### config.mk
export PLATFORM = sky130hd
export DESIGN_NAME = pipe_stall_ctrl
export DESIGN_NICKNAME = d
export VERILOG_FILES = /design/src/rtl/pipe_stall_ctrl.sv
export SDC_FILE = /design/constraint.sdc
export NUM_CORES = 1
export LEC_CHECK = 0
export BUFFER_PORTS_ARGS = -buffer_cell sky130_fd_sc_hd__buf_2
export CAP_MARGIN = 20
export CORE_ASPECT_RATIO = 1.5
export CORE_MARGIN = 2
export CORE_UTILIZATION = 55
export DETAILED_ROUTE_END_ITERATION = 6
export PLACE_DENSITY = 0.8
export SYNTH_ARGS = -nofsm -noshare
export SYNTH_HDL_FRONTEND = slang
export SYNTH_SLANG_ARGS = --single-unit
### constraint.sdc
create_clock -name in_clk -period 3.15 [get_ports in_clk]
set_input_delay 0.7875 -clock in_clk [delete_from_list [all_inputs] [get_ports in_clk]]
set_output_delay 0.7875 -clock in_clk [all_outputs]
set_load 0.05 [all_outputs]
### src/rtl/pipe_stall_ctrl.sv
// Pipeline stall/flush responder for the ID-stage hazard flags, with a
// req/ack/done handshake toward the AES128 coprocessor and saturating
// stall/flush statistics.
//
// state    | meaning
// ---------+------------------------------------------------------------
// RUN      | normal issue; hazards resolved by stall or flush
// AES_REQ  | pipeline held, request raised, waiting for ack
// AES_BUSY | pipeline held, request accepted, waiting for done
module pipe_stall_ctrl #(
    parameter int TIMEOUT_CYC = 64,
    parameter int CNT_W       = 16
) (
    input  logic             in_clk,
    input  logic             in_rst,
    input  logic             in_data_hazard,
    input  logic             in_ctrl_hazard,
    input  logic             in_aes_start,
    input  logic             in_aes_ack,
    input  logic             in_aes_done,
    output logic             out_PC_wr_en,
    output logic             out_IFID_wr_en,
    output logic             out_IFID_flush,
    output logic             out_IDEX_flush,
    output logic             out_aes_req,
    output logic             out_aes_err,
    output logic [CNT_W-1:0] out_stall_cnt,
    output logic [CNT_W-1:0] out_flush_cnt
);

    localparam int TW = (TIMEOUT_CYC > 2) ? $clog2(TIMEOUT_CYC) : 1;

    typedef enum logic [1:0] {
        RUN      = 2'd0,
        AES_REQ  = 2'd1,
        AES_BUSY = 2'd2
    } state_t;

    state_t           state;
    logic             grant;
    logic [TW-1:0]    tmo_cnt;
    logic [CNT_W-1:0] stall_cnt;
    logic [CNT_W-1:0] flush_cnt;
    logic             aes_err;

    logic pc_wr;
    logic ifid_wr;
    logic ifid_flush;
    logic idex_flush;
    logic aes_req;
    logic tmo_last;
    logic aes_take;

    assign tmo_last = (tmo_cnt == TW'(TIMEOUT_CYC - 1));
    // A pending AES op is taken only when no hazard outranks it and the
    // previous op has not just completed (grant lets it advance once).
    assign aes_take = !in_ctrl_hazard && !in_data_hazard && in_aes_start && !grant;

    // Pipeline enables/flushes and the AES request, from state and hazard inputs
    always_comb begin
        pc_wr      = 1'b0;
        ifid_wr    = 1'b0;
        ifid_flush = 1'b0;
        idex_flush = 1'b0;
        aes_req    = 1'b0;
        if (!in_rst) begin
            case (state)
                RUN: begin
                    if (in_ctrl_hazard) begin
                        pc_wr      = 1'b1;
                        ifid_wr    = 1'b1;
                        ifid_flush = 1'b1;
                        idex_flush = 1'b1;
                    end else if (in_data_hazard || aes_take) begin
                        idex_flush = 1'b1;
                    end else begin
                        pc_wr   = 1'b1;
                        ifid_wr = 1'b1;
                    end
                end
                AES_REQ: begin
                    aes_req    = 1'b1;
                    idex_flush = 1'b1;
                end
                AES_BUSY: begin
                    idex_flush = 1'b1;
                end
                default: begin
                    idex_flush = 1'b0;
                end
            endcase
        end
    end

    // Handshake FSM with abort on timeout, plus saturating statistics
    always_ff @(posedge in_clk or posedge in_rst) begin
        if (in_rst) begin
            state     <= RUN;
            grant     <= 1'b0;
            tmo_cnt   <= '0;
            stall_cnt <= '0;
            flush_cnt <= '0;
            aes_err   <= 1'b0;
        end else begin
            aes_err <= 1'b0;
            case (state)
                RUN: begin
                    grant <= 1'b0;
                    if (aes_take) begin
                        state   <= AES_REQ;
                        tmo_cnt <= '0;
                    end
                end
                AES_REQ: begin
                    tmo_cnt <= tmo_cnt + TW'(1);
                    if ((in_aes_ack && in_aes_done) || tmo_last) begin
                        state   <= RUN;
                        grant   <= 1'b1;
                        aes_err <= tmo_last && !in_aes_done;
                    end else if (in_aes_ack) begin
                        state <= AES_BUSY;
                    end
                end
                AES_BUSY: begin
                    tmo_cnt <= tmo_cnt + TW'(1);
                    if (in_aes_done || tmo_last) begin
                        state   <= RUN;
                        grant   <= 1'b1;
                        aes_err <= tmo_last && !in_aes_done;
                    end
                end
                default: begin
                    state <= RUN;
                end
            endcase
            if (!pc_wr && (stall_cnt != '1)) begin
                stall_cnt <= stall_cnt + CNT_W'(1);
            end
            if (ifid_flush && (flush_cnt != '1)) begin
                flush_cnt <= flush_cnt + CNT_W'(1);
            end
        end
    end

    assign out_PC_wr_en   = pc_wr;
    assign out_IFID_wr_en = ifid_wr;
    assign out_IFID_flush = ifid_flush;
    assign out_IDEX_flush = idex_flush;
    assign out_aes_req    = aes_req;
    assign out_aes_err    = aes_err;
    assign out_stall_cnt  = stall_cnt;
    assign out_flush_cnt  = flush_cnt;

endmodule
### After elaboration in Yosys (flattened, before gate mapping)

Cells that the tools add are included.

* flip-flop bits (word level): 42
* bits of input ports: 7
* output and inout bits: 38
* word-level logic and storage cells: 66

* add/subtract/negate cells: 3
* equality and inequality tests: 9
* muxes and demuxes: 26
* reduce and logical (&&, ||, !) cells: 22

Operators with widths (number)
* 16-bit by 1-bit adder with 16-bit output, second input constant: 2
* 16-bit inequality test, second input constant: 2
* 1-bit 2-to-1 mux: 16
* 6-bit case mux with 2 select lines: 1
* 2-bit 2-to-1 mux: 4
* 1-bit logical AND: 7
* 6-bit by 1-bit adder with 6-bit output, second input constant: 1
* 6-bit == test, second input constant: 1
* 6-bit 2-to-1 mux: 1
* 2-bit inequality test, second input constant: 3
* 2-bit case mux with 3 select lines: 1
* 3-bit AND reduction: 2
* 1-bit logical NOT: 5
* 1-bit case mux with 2 select lines: 2
* 1-bit logical OR: 3
* 3-bit inequality test, second input constant: 1
* 1-bit case mux with 3 select lines: 1
* 3-bit nonzero test: 1
* 2-bit by 1-bit == test with 1-bit output, second input constant: 1
* 2-bit == test, second input constant: 1
* 2-bit logical NOT: 1
* 2-bit AND reduction: 1
* 2-bit nonzero test: 1
* 2-bit OR reduction: 1

### Depth between registers and ports, before layout

* depth in word-level cells: 11
* depth in mapped cells: 8
* gate-level depth less buffers: 7

### Worst setup path before layout

OpenSTA, ideal clock, no wires.

* path type: input to output
* from: input in_aes_start
* to: output out_IDEX_flush
* data arrival time: 2.225 ns
* required time: 2.362 ns
* slack: 0.138 ns
* stages on the path: 3
* path buffers: 0
* cell sequence: nor2b_1 o31ai_1 a211oi_1

* word-level cells in the longest chain between the ends: 7

RTL lines
* start: declaration: RTL line 18 `input logic in_aes_start,`
* 1-bit logical AND (2 in series): RTL line 57 `assign aes_take = !in_ctrl_hazard && !in_data_hazard && in_aes_start && !grant;`
* 1-bit logical OR: RTL line 74 `end else if (in_data_hazard || aes_take) begin`
* 1-bit 2-to-1 mux: RTL line 74
* 1-bit 2-to-1 mux: RTL line 69 `if (in_ctrl_hazard) begin`
* 1-bit case mux with 2 select lines: RTL line 67 `case (state)`
* 1-bit 2-to-1 mux: RTL line 66 `if (!in_rst) begin`
* end: declaration: RTL line 24 `output logic out_IDEX_flush,`

Every way passes these cells.

### Worst setup path in the final report

* from: register state[0]
* to: output out_IDEX_flush

* word-level cells in the longest chain between the ends: 4
* elaborated cells between the ends (all ways): 6
* classes of those cells: 2 x eq/ne; 2 x mux; 2 x reduce/logical

RTL lines
* start: declaration: RTL line 39 `state_t state;`
* start signal: assignment: RTL line 98 `state <= RUN;`
* start signal: assignment: RTL line 110 `state <= AES_REQ;`
* start signal: assignment: RTL line 117 `state <= RUN;`
* 2-bit == test / 2-bit by 1-bit == test with 1-bit output (equally long branches): RTL line 67
* 2-bit OR reduction (no line)
* 1-bit case mux with 2 select lines (*): RTL line 67
* 1-bit 2-to-1 mux (*): RTL line 66

Every way passes the cells marked *; elsewhere a longest branch is shown, timed or not.

==> qor.yml <==
worst_setup_path:
  start_kind: "flip-flop"
  critPathRequiredTime_ps: 2360
  cp-endpoint: "out_IDEX_flush"
  critPathMaxFanout: 8
  crit_start: "state[0]"
  rr_startpoint: "state[0]"
  rr_endpoint: "out_flush_cnt[13]"
  crit_arrival_ps: 1850
  cp-end-kind: "primary output"
  r2r_slack_ps: 1210
  crit_type: "flip-flop to primary output"
  reg2reg_depth: 7
timing:
  fin_ws_ps: 514
  fin_crit_ps: 2640
  timing.hold.ws_ps: 495
  slew_headroom_pct: 59.7
  worst_pin_slew_ps: 598
  fmax_ghz: 0.379
  finalSetupViolCount: 0
  setup_tns_ps: 0
  slew_violations: 0
  hold_viol_final: 0
  fin_crit_sh_pct: 83.7
  skew_ps: 13.2
  rsz0062_at_grt: "no"
die:
  fp.dieW_um: 55.3
  start_util_pct: 58.3
  dieArea_sq_mm: 0.00447
  core_area_sq_mm: 0.00372
  io-pin-count: 45
  rows: 27
  fp.dieH_um: 80.9
drt:
  via_count: 1723
  vias_per_cell: 5.65
  drt-total-wl_um: 4110
  dr.pass1.iters: 4
  drc: 0
  wire_per_inst_um: 13.5
  drt-initial-drc-count: 51
  ant_nets: 0
pwr:
  p_leak_nw: 1.23
  peakVddDrop_uv: 531
  power.density_mw_per_mm2: 848
  total_power_mw: 2.15
placement:
  io_buffer_count: 44
  hpwl_um: 3030
  dp_cells: 297
  dp_slack_ps: 703
  routabilityCongestion: 0.795
  dpl-instance-area_sq_mm: 0.00244
cells_and_area:
  fillers: 305
  fin_area_sq_mm: 0.00253
  final_net_count: 275
  syn2layout_area_growth_pct: 16.8
  fin_cells: 305
  final_util_pct: 68.1
  post_route_cells_drive_above_1_share_pct: 24.8
  antennaDiodeCount: 0
min_path:
  holdCritPathClass: "flip-flop to flip-flop"
yosys:
  synth_area_sq_mm: 0.00217
  syn_inst: 211
  ys_seq_area_share_pct: 48.5
  synth_cell_type_count: 43
  syn_avg_cell_area_sq_um: 10.3
  synth_edf_count: 0
  synth_seq_cells: 42
  synth_nets: 225
  synth_flop_cell: "dfrtp_1"
  synthArstFlopShare_pct: 100
  synth_warnings: 0
clock_tree:
  ctsHtreeMaxLevel: 2
  clk_pin_slew_worst_paths_ps: 90
  cts_setup_buffers: 0
  cts_tree: "done"
  cts_buffers: 5
  clk_latency_ps: 300
  cts.sinks: 42
  hold_buffers: 0
  cts_buffer_depth: 2
  cts-resized-gates: 0
  clock-root-buffer: "clkbuf_8"
global_route:
  grt_pass1_vias: 1618
  grt_start_max_net_pins: 43
  antenna_found_initial: 0
  grt.total_usage_pct: 20.3
  grt_first_pass_wirelength_um: 7280
  overflow: 0
run:
  cap_violations: 0
outcome:
  status: "completed"
## power breakdown
part           switching [mW]  total (mW)  internal, mW
Clock                   0.176       0.353         0.177
Sequential              0.148       0.819         0.671
Combinational           0.650       0.975         0.325
Total                   0.975        2.15          1.17
## cells in the final DEF (no fill, tap or decap), types with 7 or more instances in the layout
cell type and n:
xor2_1 7, and3_1 7, dfrtp_1 42, inv_1 9
buf_2 44, nand2_1 22, xnor2_1 22, ha_1 7
nand3_1 13, nor2_1 12, nor3_1 10, nand4_1 12
## registers in the layout, indices dropped and copies added, names as in the netlist
name           cells
out_flush_cnt     16
state              2
grant              1
out_stall_cnt     16
out_aes_err        1
tmo_cnt            6
## logic make-up after synthesis
group                      count (synthesis)  synth area share (%)
AOI/OAI and AO/OA                         19                  5.89
xor gates and xnor gates                  29                  11.7
adders and majority gates                  7                  4.04
buffers and inverters                     12                  2.31
DFF                                       42                  48.5
muxes                                      7                  3.69
and+or+nand+nor                           95                  23.8
## worst max-delay path, cell delays in order (launching register included)
cell and delay (ps):
dfrtp_1 410, inv_1 80, ha_1 380, inv_1 170, a211oi_1 220, buf_2 290
## worst min path at each step
stage / from / end / depth (start not counted)
after floorplan: tmo_cnt[0] / tmo_cnt[0] / 1
final: out_stall_cnt[13] / out_stall_cnt[13] / 1
after detailed placement: out_stall_cnt[13] / out_stall_cnt[13] / 1
after global placement: out_stall_cnt[9] / out_stall_cnt[9] / 1
after global routing: out_stall_cnt[6] / out_stall_cnt[6] / 1
after CTS: out_stall_cnt[13] / out_stall_cnt[13] / 1
## cells in the mapped netlist (3+ instances only)
cell type,count,share of area (%)
mux2_2,4,2.1
inv_1,9,1.6
xor2_1,7,2.8
nand2_1,22,3.8
nor2_1,12,2.1
o21ai_0,3,0.69
xnor2_1,22,8.9
ha_1,7,4.0
dfrtp_1,42,48
nor3_1,10,2.3
nand3_1,13,3.0
nand4_1,12,3.5
a21oi_1,5,1.2
and3_1,7,2.0
nor2b_1,3,0.87
## layout make-up
class,instances,area [sq um],area share [%]
Clock buffer,7,86.3,3.41
Multi-Input combinational cell,157,1070,42.1
Tap cell,43,53.8,2.13
Inverter,9,33.8,1.33
Timing Repair Buffer,46,235,9.29
Sequential cell,42,1050,41.5
Clock inverter,1,5.00,0.198
## layer usage
metal	global-route usage (%)	up-vias	wire length, um
met2	35.1	44	2100
met5	0	-	0
met4	8.05	0	69
met3	3.66	5	187
met1	25.1	831	1760
li1	-	843	-
No activity file was read; power rests on OpenSTA's default activity.
